## config.mk

```make
export PLATFORM = sky130hd
export DESIGN_NAME = jamma_input_conditioner_flat
export DESIGN_NICKNAME = d
export VERILOG_FILES = /design/src/rtl/jamma_input_conditioner_if.sv /design/src/rtl/jamma_input_conditioner.sv /design/src/flat_wrapper.sv
export SDC_FILE = /design/constraint.sdc
export NUM_CORES = 1
export LEC_CHECK = 0
export ABC_AREA = 1
export CAP_MARGIN = 20
export CORE_ASPECT_RATIO = 0.75
export CORE_MARGIN = 5
export CORE_UTILIZATION = 50
export CTS_CLUSTER_SIZE = 10
export DETAILED_ROUTE_END_ITERATION = 12
export PLACE_DENSITY_LB_ADDON = 0.08
export SYNTH_ARGS = -nofsm -noshare
export SYNTH_HDL_FRONTEND = slang
export SYNTH_SLANG_ARGS = --single-unit
```

## constraint.sdc

```tcl
create_clock -name clk -period 4.4 [get_ports clk]
set_input_delay 0.44 -clock clk [delete_from_list [all_inputs] [get_ports clk]]
set_output_delay 0.44 -clock clk [all_outputs]
set_load 0.005 [all_outputs]
```

## src/rtl/jamma_input_conditioner_if.sv

```systemverilog
// Connector-side bundle between the raw JAMMA pins, the conditioner and the
// host that polls the coin counters.
interface jamma_input_conditioner_if;
  logic [28:0] Praw;
  logic [28:0] P;
  logic        coinAck;
  logic [3:0]  coinCntA;
  logic [3:0]  coinCntB;
  logic        change;

  modport master (
    output Praw,
    output coinAck,
    input  P,
    input  coinCntA,
    input  coinCntB,
    input  change
  );

  modport slave (
    input  Praw,
    input  coinAck,
    output P,
    output coinCntA,
    output coinCntB,
    output change
  );
endinterface

```

## src/rtl/jamma_input_conditioner.sv

```systemverilog
// Synchronises and debounces the 29 JAMMA inputs, and latches coin insertions
// into saturating counters that the host clears with coinAck.
module jamma_input_conditioner #(
  parameter int   PRESCALE    = 1000,
  parameter int   DEB_TICKS   = 4,
  parameter int   COIN_A_BIT  = 20,
  parameter int   COIN_B_BIT  = 21,
  parameter logic COIN_ACTIVE = 1'b0
) (
  input  logic                       clk,
  input  logic                       nReset,
  jamma_input_conditioner_if.slave   bus
);

  localparam int          W    = 29;
  localparam logic [15:0] PMAX = 16'(PRESCALE - 1);
  localparam logic [2:0]  DMAX = 3'(DEB_TICKS - 1);

  logic [W-1:0] r_s1;
  logic [W-1:0] r_s2;
  logic [W-1:0] w_p;
  logic [W-1:0] r_p_prev;
  logic [15:0]  r_presc;
  logic         w_tick;
  logic [3:0]   r_cnt_a;
  logic [3:0]   r_cnt_b;
  logic         r_change;
  logic         w_evt_a;
  logic         w_evt_b;
  logic         w_diff;

  // Idle level is all ones so a reset never looks like a pressed input.
  always_ff @(posedge clk or negedge nReset) begin
    if (!nReset) begin
      r_s1 <= '1;
      r_s2 <= '1;
    end else begin
      r_s1 <= bus.Praw;
      r_s2 <= r_s1;
    end
  end

  always_ff @(posedge clk or negedge nReset) begin
    if (!nReset) begin
      r_presc <= '0;
    end else if (r_presc == PMAX) begin
      r_presc <= '0;
    end else begin
      r_presc <= r_presc + 16'd1;
    end
  end

  assign w_tick = (r_presc == PMAX);

  generate
    for (genvar gi = 0; gi < W; gi++) begin : g_deb
      logic [2:0] r_cnt;
      logic       r_bit;

      // Progress only advances on ticks; any agreement clears it at once.
      always_ff @(posedge clk or negedge nReset) begin
        if (!nReset) begin
          r_cnt <= '0;
          r_bit <= 1'b1;
        end else if (r_s2[gi] == r_bit) begin
          r_cnt <= '0;
        end else if (w_tick) begin
          if (r_cnt == DMAX) begin
            r_bit <= r_s2[gi];
            r_cnt <= '0;
          end else begin
            r_cnt <= r_cnt + 3'd1;
          end
        end
      end

      assign w_p[gi] = r_bit;
    end
  endgenerate

  always_ff @(posedge clk or negedge nReset) begin
    if (!nReset) begin
      r_p_prev <= '1;
    end else begin
      r_p_prev <= w_p;
    end
  end

  assign w_evt_a = (w_p[COIN_A_BIT] == COIN_ACTIVE) && (r_p_prev[COIN_A_BIT] != COIN_ACTIVE);
  assign w_evt_b = (w_p[COIN_B_BIT] == COIN_ACTIVE) && (r_p_prev[COIN_B_BIT] != COIN_ACTIVE);
  assign w_diff  = |(w_p ^ r_p_prev);

  // An event coinciding with the acknowledge survives as a count of one.
  function automatic logic [3:0] coin_next(input logic [3:0] cnt,
                                           input logic       evt,
                                           input logic       ack);
    logic [3:0] nxt;
    nxt = cnt;
    if (ack) begin
      nxt = evt ? 4'd1 : 4'd0;
    end else if (evt && (cnt != 4'd15)) begin
      nxt = cnt + 4'd1;
    end
    return nxt;
  endfunction

  always_ff @(posedge clk or negedge nReset) begin
    if (!nReset) begin
      r_cnt_a  <= '0;
      r_cnt_b  <= '0;
      r_change <= 1'b0;
    end else begin
      r_cnt_a <= coin_next(r_cnt_a, w_evt_a, bus.coinAck);
      r_cnt_b <= coin_next(r_cnt_b, w_evt_b, bus.coinAck);
      if (w_diff) begin
        r_change <= 1'b1;
      end else if (bus.coinAck) begin
        r_change <= 1'b0;
      end
    end
  end

  assign bus.P        = w_p;
  assign bus.coinCntA = r_cnt_a;
  assign bus.coinCntB = r_cnt_b;
  assign bus.change   = r_change;

endmodule

```

## src/flat_wrapper.sv

```systemverilog
// flat-port wrapper written by rule: the top's interface ports become plain ports
module jamma_input_conditioner_flat 
#(
  parameter int   PRESCALE    = 1000,
  parameter int   DEB_TICKS   = 4,
  parameter int   COIN_A_BIT  = 20,
  parameter int   COIN_B_BIT  = 21,
  parameter logic COIN_ACTIVE = 1'b0
)
  (clk, nReset, bus_Praw, bus_coinAck, bus_P, bus_coinCntA, bus_coinCntB, bus_change);
  jamma_input_conditioner_if bus_i ();
  input  logic clk;
  input  logic nReset;
  input wire logic [$bits(bus_i.Praw)-1:0] bus_Praw;
  input wire logic [$bits(bus_i.coinAck)-1:0] bus_coinAck;
  output wire logic [$bits(bus_i.P)-1:0] bus_P;
  output wire logic [$bits(bus_i.coinCntA)-1:0] bus_coinCntA;
  output wire logic [$bits(bus_i.coinCntB)-1:0] bus_coinCntB;
  output wire logic [$bits(bus_i.change)-1:0] bus_change;
  assign bus_i.Praw = bus_Praw;
  assign bus_i.coinAck = bus_coinAck;
  assign bus_P = bus_i.P;
  assign bus_coinCntA = bus_i.coinCntA;
  assign bus_coinCntB = bus_i.coinCntB;
  assign bus_change = bus_i.change;
  jamma_input_conditioner #(.PRESCALE(PRESCALE), .DEB_TICKS(DEB_TICKS), .COIN_A_BIT(COIN_A_BIT), .COIN_B_BIT(COIN_B_BIT), .COIN_ACTIVE(COIN_ACTIVE)) u_core (.clk(clk), .nReset(nReset), .bus(bus_i));
endmodule
```

==> results.txt, run 1 <==
The flow ran to the end, and the final reports show no timing, DRC or antenna violations. The critical path goes through ha_1 > nand2_1 > nor2_4 > inv_2 > nor2_1 > nand2_2 > buf_4 > nand2_1 > a21oi_1. CTS placed an instance of sky130_fd_sc_hd__clkbuf_16 at the clock tree root. The combined buffer and inverter count along the critical path was 2; the total detailed-routing wirelength was 21.36 mm. The internal portion of the total power is 3357 µW. The repair_antennas step left the layout with diodes totalling 0.

The run gives 0 as the total grt overflow. The category of the critical setup timing path is flop to flop. The tools report the count of placed standard cells in the final layout, fillers left out as 1563. The filler cell count in the final layout was 1885. The sequential cell area was 0.005851 mm². After detailed placement, the design holds a cell count of 1513. The worst setup path is captured at a flop. For this run, the register share of the synthesized area comes to 55.25%. The number of design rule violations left after detail routing came out at 0.

Net switching is 21.51% of the power. Setup repair after global routing left no endpoint under its margin. Hold timing on the final database bottoms out at a slack of 0.001485 ns. The number of warnings printed during yosys synthesis came out at 0. The clock passes through at most 3 buffers.

At the end of the flow, the number of nets in the layout was 1320. The clock power share is 46.7%. Port buffering added 69 buffers. For this run, the slowest stage of the critical path takes 0.52 ns. Leaving out fill and tap cells, the most frequent cells in the layout are 296 x sky130_fd_sc_hd__nand2_1, 212 x sky130_fd_sc_hd__inv_1, 162 x sky130_fd_sc_hd__nand3_1. The detailed router finished its first iteration with 488 violations.

The routed layout has 7418 vias. The aggregate negative setup slack is 0 ns, and the number of levels in the clock H-tree is 1. Time the worst path needs with I/O delays and setup: 2.397 ns. For this run, the leading register cell type out of synthesis is sky130_fd_sc_hd__dfstp_2. For the combinational cell fraction of total power, the log shows 2.7%. Synthesis produced a netlist whose cell count is 1200. Measured along the x axis, the die boundary spans 178.1 µm.

The synthesized design contains 228 register bits. The synthesized design devotes to its leading area cell type 28.78% of total area. The largest total area in the synthesized netlist belongs to sky130_fd_sc_hd__dfstp_2.

The largest fanout on the critical path is 35, and the global-route wire length before repair is 36.70 mm. The tools report the minimum setup slack after placement as 2.038 ns. The average cell area after synthesis works out to 8.825 µm². Kind of launch point of the worst setup path: a flop. The kind of path behind the tightest hold check was input pin to asynchronous set/reset pin. The via count of the first global-routing pass is 7319. Broken down by cell family, the worst path's largest delay share belongs to simple AND/OR/NAND/NOR gates. Dividing total power by cell area gives a power density of 352.9 mW/mm².

STA puts the critical path data arrival time at 2.83 ns. Once the floorplan was initialized, standard cells occupied 50.41% of the core. The tools report the count of cell types in the netlist as 27. The leakage power figure was 0.005845 µW; the proportion of register bits with asynchronous set or reset after synthesis was 100.0%. After floorplanning, the core was divided into 46 placement rows.

In this run the count of I/O pins placed on the die edge is 70. The slowest stage of the critical path belongs to the cell sky130_fd_sc_hd__nand2_2. The final weighted congestion in routability-driven placement came out at 0.8217.

For the worst setup path, the data required time is 4.84 ns. Between clock sinks in the finished design, the worst skew comes to 0.01263 ns. The number of slew-limit violations in the final report is 0. The number of buffers added by the clock tree synthesis step is 27. For the number of failing hold endpoints at the final stage, the log shows 0.

TritonCTS built the clock tree. Of the total power, registers draw 50.6%. The completed layout was analyzed and its total power is 4277 µW. The wire-length estimate of the detail-placed layout is 13.92 mm. Once detail routing completed, the nets flagged for antenna violations numbered 0.

The mean routed wirelength per cell is 13.67 µm, and the number of endpoints failing setup at the final stage is 0. In the final layout, the multi-input gates occupy 0.003545 mm². For the clock sink total, the log shows 228.

In the post-synthesis netlist, the biggest area contributors are sky130_fd_sc_hd__dfstp_2 29%, sky130_fd_sc_hd__dfrtp_1 26%, sky130_fd_sc_hd__nand2_1 11%, sky130_fd_sc_hd__nand3_1 7.7%, sky130_fd_sc_hd__inv_1 7.5%. By instance count, the cell type seen most on the critical path is sky130_fd_sc_hd__nand2_1. The total iterations of the first detailed-routing run is 5. For the worst-skew pair, the clock arrives at the later sink with an insertion delay of 0.53 ns. Buffers inserted to repair hold after CTS numbered 0.

In this run the vertical extent of the chip is 136.0 µm. Compared with the post-synthesis result, the final layout area differs by 14.45%. In the routed layout, each cell is associated on average with a via count of 4.746. The library cell used most frequently in the layout, excluding fill and tap cells, is sky130_fd_sc_hd__nand2_1.

The number of antenna violations at the first check in global routing was 0; the worst-case vdd ir drop was 231.9 µV. The die covers 0.02422 mm². In this run, synthesis inferred 0 flip-flops with an integrated enable. Across every metal layer, demand over resource in global routing totals 18.58%. After clock tree synthesis, the clock-pin slew on the worst setup and hold paths is 0.06 ns. Maximum achievable frequency: 417.1 MHz. The total area inside the core boundary comes to 0.02101 mm². The final period utilization was 54.49%.

Proportion of layout cells with a drive suffix above 1: 14.75%. Across the run, the number of max-cap violations was 0. The final worst setup slack is 2.003 ns.

The number of setup buffers added after CTS is 0. The run gives 1266 as the net count of the mapped netlist. Entering global routing, the biggest net connects 123 pins.

For the pin with the worst max-slew slack, the measured transition is 0.9885 ns. After synthesis the cells add up to 0.01059 mm². The run gives 0 as the post-CTS resize count. In this run the power spent charging and discharging nets is 919.9 µW. Headroom to the max-slew limit came out at 33.94%.
==> final cells by class <==
type	instances	share of cell area (%)
Inverter	221	6.844
Timing Repair Buffer	75	6.214
Sequential cell	228	48.27
Multi-Input combinational cell	701	29.25
Clock buffer	48	6.307
Clock inverter	2	0.1445
Tap cell	288	2.973
==> layer usage <==
metal	track usage, %	wire length, µm
met3	3.086	784
met1	28.33	11020
met2	28.17	9166
met5	0	0
met4	3.778	393
==> cell usage after synthesis (all sizes together) (4+ instances only) <==
library cell,n
nor2,97
xor2,12
o21ai,35
dfstp,116
nand4,9
nand3,163
nor3,4
dfrtp,112
nand2,298
xnor2,32
a21oi,13
ha,34
inv,221
buf,49
==> state kept, by name (all words and copies together) (netlist names), 4 cells and up <==
register and flops:
u_core.r_s2 29, u_core.r_p_prev 29, u_core.r_presc 16, u_core.g_deb.r_bit 29
u_core.g_deb.r_cnt 87, u_core.bus.coinCntB 4, u_core.bus.coinCntA 4, u_core.r_s1 29
==> worst paths after layout <==
path / slack (ns) / cells after the start / to / startpoint
worst max-delay path: 2.00 / 9 / u_core.r_presc[5] / u_core.r_presc[0]
worst min-delay path: 0.001 / 1 / u_core.g_deb[3].r_cnt[0] / nReset
worst max register to register: 2.00 / 9 / u_core.r_presc[5] / u_core.r_presc[0]
worst min register to register: 0.34 / 0 / u_core.r_s2[1] / u_core.r_s1[1]
max in group asynchronous: 3.42 / 2 / u_core.r_s2[23] / nReset
min in group clk: 0.32 / 1 / u_core.r_s1[28] / bus_Praw[28]
==> worst register-to-register path, delay by kind of cell, from the launching register on <==
family                   cells  cell delay [ns]
AND/OR/NAND/NOR              5             0.94
buffers and inverters        2             0.58
adder cells (fa/ha/maj)      1             0.23
flip-flops                   1             0.39
AO/OA/AOI/OAI                1             0.18
==> per-stage QoR <==
stage	area (µm²)	util, %
2_1_floorplan	10590	-
3_3_place_gp	11340	53.97
3_5_place_dp	11340	53.97
4_1_cts	12120	57.70
5_1_grt	12120	57.70
6_report	12120	57.70
==> power by group through the flow <==
stage | combinational, µW | clock (µW) | sequential, µW
after floorplan | 37.4 | 0 | 2190
after global placement | 119 | 0 | 2200
after detailed placement | 118 | 0 | 2200
after CTS | 119 | 2060 | 2160
after global routing | 133 | 2140 | 2170
final | 115 | 2000 | 2160
==> logic make-up (layout without fill, tap and decap cells) <==
logic type	count (synthesis)	after routing	synth area share, %
simple gates	573	573	23.22
flops	228	228	55.25
compound gates	50	50	2.398
buf+inv	271	346	11.48
fa+ha+maj	34	34	4.017
xor+xnor	44	44	3.639
Note: power is estimated with default switching activity, not from simulation.
==> run 2: changes to the inputs <==
Clock period 4.4 ns to 1.94 ns, I/O delays scaled along.
==> run 2 against run 1 <==
  * Global-route usage down 0.36 points
  * Cell count increased by 0.90%
  * Die area unchanged
  * Largest power group unchanged
  * Routed wire length fell by 1.5%
  * Worst hold slack better by 0.077 ns
  * First-iteration DRC count rose by 8.8%
  * Total power rose by 120%
==> results.txt, run 2 (synthesis results as in run 1) <==
The run finished with clean final reports. The required time at the endpoint of the critical path is 1.75 ns (was 4.84 ns). The width of the die was 178.1 µm (unchanged); the number of design-rule violations left by the first detailed-router iteration was 531 (was 488).

The count of placed standard cells in the final layout, fillers left out was 1577 (was 1563). The flip-flop count of the largest register, all copies and words added was 87 (unchanged). The number of nets in the finished design came out at 1337 (was 1320).

The logs give 1 (unchanged) for the number of levels in the clock H-tree and 14.52 mm (was 13.92 mm) for the total half-perimeter wirelength after legalization and detailed placement. The power per cell area came out at 778.9 mW/mm² (was 352.9 mW/mm²). The run gives 21.04 mm (was 21.36 mm) as the total detailed-routing wirelength.

The number of standard-cell rows in the floorplan was 46 (unchanged). The tools report the clock root buffer master as sky130_fd_sc_hd__clkbuf_16 (unchanged). The total grt overflow is 0 (unchanged), and the final antenna diode count is 0 (unchanged). The number of antenna violations at the first check in global routing was 0 (unchanged); the total iterations of the first detailed-routing run was 6 (was 5). Leading cell types in the layout, fill and taps excluded: 296 x sky130_fd_sc_hd__nand2_1, 212 x sky130_fd_sc_hd__inv_1, 162 x sky130_fd_sc_hd__nand3_1 (unchanged). The category of the critical setup timing path was flop to output port (was flop to flop). Kind of path behind the tightest hold check: input pin to flop (was input pin to asynchronous set/reset pin). The die extent in y is 136.0 µm (unchanged), and the number of endpoints failing setup at the final stage is 0 (unchanged).

Largest register by flop count: u_core.g_deb.r_cnt (unchanged). Static timing analysis puts the maximum clock frequency at 538.1 MHz. In the finished design, the share of the clock period the worst path needs comes to 95.79%. The number of failing hold endpoints at the final stage is 0 (unchanged). The most frequent standard cell in the layout excluding fill and tap cells was sky130_fd_sc_hd__nand2_1 (unchanged).

The combined buffer and inverter count along the critical path was 1 (was 2). The family of cells with the greatest summed delay on the critical path was flip-flops (was simple AND/OR/NAND/NOR gates). The logs give 70 (unchanged) for the number of top-level pins and 1818 (was 1885) for the filler cell count in the final layout. The layout-stage area growth over the synthesis result was 15.78% (was 14.45%); the final weighted congestion in routability-driven placement was 0.8533 (was 0.8217).

Worst-case vdd ir drop: 575.0 µV (was 231.9 µV). The global-route wire length before repair was 35.80 mm (was 36.70 mm); the register clock-pin slew on the reported worst setup and hold paths was 0.05 ns (was 0.06 ns). The per-cell via count in the routed design was 4.674 (was 4.746). TritonCTS built the clock tree.

The kind of launch point of the worst setup path is a flop (unchanged). The die footprint came out at 0.02422 mm² (unchanged). Largest fanout on the critical path: 5 (was 35). The combined global-route utilization of all metal layers came out at 18.22% (was 18.58%). Setup repair after global routing left no endpoint under its margin.

The buffer levels on the longest clock path came out at 3 (unchanged). The clock period could shrink to 1.858 ns. The mean routed wirelength per cell was 13.34 µm (was 13.67 µm).

The port buffer count is 69 (unchanged), and the proportion of layout cells with a drive suffix above 1 is 15.67% (was 14.75%). The effective utilization at floorplan came out at 50.41% (unchanged). The count of nets left with antenna violations after detail routing is 0 (unchanged), and the longest individual stage delay on the worst path is 0.62 ns (was 0.52 ns). The slowest cell on the critical path is sky130_fd_sc_hd__dfstp_2 (was sky130_fd_sc_hd__nand2_2).

The tools report the aggregate negative setup slack as 0 ns (unchanged). The max-cap violation count came out at 0 (unchanged). The number of buffers added by the clock tree synthesis step was 26 (was 27); the tightest slew margin relative to the limit was 71.24% (was 33.94%). For the largest net degree at the start of global routing, the log shows 58 (was 123).

For the via count of the first global-routing pass, the log shows 7010 (was 7319). The largest clock skew in the final design is 0.01105 ns (was 0.01263 ns), and the clock sink total is 228 (unchanged). For the cell count after placement, the log shows 1527 (was 1513). The worst endpoint data arrival time was 1.66 ns (was 2.83 ns); the insertion delay of the later-clocked pin in the worst-skew pair was 0.52 ns (was 0.53 ns). The via count of the routed design was 7371 (was 7418); the number of slew-limit violations in the final report was 0 (unchanged).

The tools report the number of design rule violations left after detail routing as 0 (unchanged). Cell-by-cell trace of the critical path: clkdlybuf4s50_1 (was ha_1 > nand2_1 > nor2_4 > inv_2 > nor2_1 > nand2_2 > buf_4 > nand2_1 > a21oi_1). The leakage power figure is 0.005922 µW (was 0.005845 µW). The floorplan core area is 0.02101 mm² (unchanged), and the transition time of the tightest slew-check pin is 0.4314 ns (was 0.9885 ns). The category of the worst setup path capture point was an output port (was a flop).
==> run 2: cell types whose count changed in the layout (fill, tap and decap cells not counted), sizes merged <==
cell	delta
buf	+17
clkbuf	-2
clkinv	-1
dlygate4sd3	+1
inv	-1
==> run 2: stage by stage <==
stage	hold slack, ns	util (%)	area [µm²]	total power (µW)	setup WS [ns]
2_1_floorplan	-0.1016	-	10590	5059	0.4444
3_3_place_gp	0.1554	54.66	11480	5263	0.2857
3_5_place_dp	0.1540	54.66	11480	5264	0.2326
4_1_cts	0.05729	58.26	12240	9709	0.01636
5_1_grt	0.04680	58.37	12260	9975	0.01366
6_report	0.07866	58.37	12260	9551	0.08162
==> run 2: final timing paths <==
check                                        from  cells past startpoint                         to  slack (ns)
min in group asynchronous                  nReset                      2  u_core.g_deb[27].r_cnt[2]        0.20
setup / recovery           u_core.g_deb[13].r_bit                      1                  bus_P[13]        0.08
hold / removal                       bus_Praw[17]                      1            u_core.r_s1[17]        0.08
setup reg to reg                u_core.r_presc[0]                     10  u_core.g_deb[27].r_cnt[0]        0.22
max in group asynchronous                  nReset                      3            u_core.r_s1[18]        1.04
hold reg to reg                   u_core.r_s1[18]                      0            u_core.r_s2[18]        0.35
==> run 2: repair_timing <==
item / CTS / global route
setup endpoints to repair: 0 / 3
gates resized for setup: 0 / 0
hold endpoints to repair: 74 / 0
hold buffers: 1 / 0
buffers inserted: 0 / 3
==> run 2: area by class of cell <==
class                      count  area, µm²  area share [%]
clock buffer                  46      747.0           6.092
inverter                     221      829.5           6.765
multi-input combinational    701       3533           28.82
sequential                   228       5851           47.71
tap                          288      360.3           2.939
timing repair buffer          93      940.9           7.673
==> run 2: per-layer routing <==
layer | vias to the layer above | wire [µm] | GRT usage (%)
met3 | 35 | 903 | 2.891
met1 | 3422 | 10920 | 28.28
met4 | 0 | 426 | 4.337
met2 | 114 | 8780 | 26.84
li1 | 3800 | - | -
met5 | - | 0 | 0
==> run 2: power by group <==
part	internal, µW	switching, µW
registers	4880	32.4
logic	106	169
clock network	2570	1800
total	7550	2000
==> run 3: changes to the inputs <==
Settings changed: PLACE_DENSITY set to 0.72, PLACE_DENSITY_LB_ADDON 0.08 to unset, RECOVER_POWER set to 25.
==> run 3 against run 2 <==
  * Cell count is 0.25% higher
  * Non-clock buffer count did not move
  * Clock power rose by 3%
  * Clock skew grew 0.0076 ns
  * Sequential share of layout area decreased by 0.11 points
  * Critical path type unchanged
  * Largest cell class unchanged
==> results.txt, run 3 (synthesis results as in run 1) <==
The logs give 1.75 ns (about the same) for the required time at the endpoint of the critical path and 0.01869 ns (was 0.01105 ns) for the largest clock skew in the final design. The worst-case vdd ir drop is 596.7 µV (was 575.0 µV), and the tightest slew margin relative to the limit is 8.399% (was 71.24%). The slowest cell on the critical path was sky130_fd_sc_hd__dfstp_2 (unchanged). The run gives 228 (unchanged) as the clock sink total. The longest individual stage delay on the worst path is 0.63 ns (was 0.62 ns). The layout-stage area growth over the synthesis result was 16.04% (was 15.78%). The via count of the first global-routing pass was 7599 (was 7010); the number of design-rule violations left by the first detailed-router iteration was 455 (was 531). The largest register by flop count was u_core.g_deb.r_cnt (unchanged).

The launch point of the worst hold path is bus_Praw[2] (was bus_Praw[17]). The total iterations of the first detailed-routing run was 5 (was 6); the mean routed wirelength per cell was 13.26 µm (was 13.34 µm). The power per cell area was 786.4 mW/mm² (was 778.9 mW/mm²); the final antenna diode count was 0 (unchanged).

The combined buffer and inverter count along the critical path is 1 (unchanged), and the number of levels in the clock H-tree is 1 (unchanged). The run gives 0.02422 mm² (unchanged) as the die footprint. The category of the worst setup path capture point is an output port (unchanged). The number of endpoints failing setup at the final stage is 0 (unchanged).

Combined global-route utilization of all metal layers: 18.00% (was 18.22%). TritonCTS built the clock tree. The tools report the worst endpoint data arrival time as 1.69 ns (was 1.66 ns).

The run gives 56 (was 58) as the largest net degree at the start of global routing. The most frequent standard cell in the layout excluding fill and tap cells is sky130_fd_sc_hd__nand2_1 (unchanged). Port buffer count: 69 (unchanged). The proportion of layout cells with a drive suffix above 1 is 15.78% (was 15.67%), and the die extent in y is 136.0 µm (unchanged). The run finished with clean final reports.

The kind of path behind the tightest hold check is input pin to flop (unchanged). The transition time of the tightest slew-check pin works out to 1.374 ns (was 0.4314 ns). Aggregate negative setup slack: 0 ns (unchanged). The tools report the buffer levels on the longest clock path as 3 (unchanged). The number of slew-limit violations in the final report is 0 (unchanged), and the largest fanout on the critical path is 6 (was 5). The leakage power figure came out at 0.005943 µW (was 0.005922 µW). The kind of launch point of the worst setup path is a flop (unchanged). The post-CTS resize count is 0 (unchanged). Number of top-level pins: 70 (unchanged).

The width of the die works out to 178.1 µm (unchanged). The run gives 14.43 mm (was 14.52 mm) as the total half-perimeter wirelength after legalization and detailed placement. For the effective utilization at floorplan, the log shows 50.41% (unchanged).

The flip-flop count of the largest register, all copies and words added was 87 (unchanged). The clock root buffer master is sky130_fd_sc_hd__clkbuf_16 (unchanged). The per-cell via count in the routed design was 4.831 (was 4.674); the number of design rule violations left after detail routing was 0 (unchanged). The max-cap violation count is 0 (unchanged), and the floorplan core area is 0.02101 mm² (unchanged).

Leading cell types in the layout, fill and taps excluded: 296 x sky130_fd_sc_hd__nand2_1, 212 x sky130_fd_sc_hd__inv_1, 162 x sky130_fd_sc_hd__nand3_1 (unchanged). The number of standard-cell rows in the floorplan is 46 (unchanged). The count of nets left with antenna violations after detail routing came out at 0 (unchanged). The tools report the start of the worst register-to-register path as u_core.r_presc[0] (unchanged).

For the via count of the routed design, the log shows 7638 (was 7371). The tools report the worst hold margin as 0.1917 ns (was 0.07866 ns). The start point of the critical path is u_core.g_deb[9].r_bit (was u_core.g_deb[13].r_bit).

The time the worst path needs with I/O delays and setup is 1.885 ns (was 1.858 ns). Cell-by-cell trace of the critical path: clkdlybuf4s50_1 (unchanged). The tools report the global-route wire length before repair as 35.89 mm (was 35.80 mm). The family of cells with the greatest summed delay on the critical path is flip-flops (unchanged). The tools report the total grt overflow as 0 (unchanged). The category of the critical setup timing path is flop to output port (unchanged).

The number of nets in the finished design is 1338 (was 1337), and the final weighted congestion in routability-driven placement is 0.8676 (was 0.8533). The final cell utilization of the core is 58.50% (was 58.37%), and the maximum achievable frequency is 530.4 MHz (was 538.1 MHz). Final period utilization: 97.19% (was 95.79%).

The logs give 1803 (was 1818) for the filler cell count in the final layout and 0.54 ns (was 0.52 ns) for the insertion delay of the later-clocked pin in the worst-skew pair. The run gives 27 (was 26) as the number of buffers added by the clock tree synthesis step. The register clock-pin slew on the reported worst setup and hold paths is 0.06 ns (was 0.05 ns), and the total detailed-routing wirelength is 20.97 mm (was 21.04 mm). Setup repair after global routing left no endpoint under its margin.

The number of antenna violations at the first check in global routing was 0 (unchanged). The tools report the number of failing hold endpoints at the final stage as 0 (unchanged).
==> run 3: metrics by stage <==
step           setup slack, ns  cells  total power, µW  instance area [µm²]
2_1_floorplan           0.4444   1200             5059                10590
3_3_place_gp            0.3603   1527             5257                11480
3_5_place_dp            0.3022   1527             5259                11480
4_1_cts               0.001694   1579             9811                12280
5_1_grt               0.006707   1581            10060                12290
6_report               0.05451   1581             9665                12290
==> run 3: final timing paths <==
| check | endpoint | slack, ns | cells after the start |
|---|---|---|---|
| setup / recovery | bus_P[9] | 0.05 | 1 |
| hold / removal | u_core.r_s1[2] | 0.19 | 1 |
| setup reg to reg | u_core.g_deb[3].r_cnt[0] | 0.25 | 10 |
| hold reg to reg | u_core.r_s2[12] | 0.34 | 0 |
| max in group asynchronous | u_core.r_s2[4] | 0.36 | 3 |
| min in group asynchronous | u_core.g_deb[10].r_cnt[2] | 0.53 | 2 |
==> run 3: repair_timing <==
| item | in CTS | in global routing |
|---|---|---|
| buffers inserted | 1 | 2 |
| setup endpoints to repair | 1 | 2 |
| endpoints found under the hold margin | 125 | 0 |
| hold buffers | 1 | 0 |
==> run 3: report_power, final <==
group          switching (µW)  internal [µW]  leakage (µW)
clock network            1880           2620      0.000375
logic                     166           91.1       0.00281
registers                32.9           4880       0.00276
==> run 3: metal layers <==
metal	global-route usage, %	vias to the layer above	wire length, µm
met2	28.99	141	9558
li1	-	3802	-
met3	3.169	39	1044
met1	25.45	3656	9915
met4	4.680	0	448
met5	0	-	0
==> run 3: area by class of cell <==
cell class	count	area [µm²]	area share, %
multi-input combinational	701	3533	28.75
sequential	228	5851	47.61
clock inverter	3	33.78	0.2749
inverter	221	829.5	6.750
clock buffer	47	750.7	6.109
tap	288	360.3	2.932
timing repair buffer	93	930.9	7.575
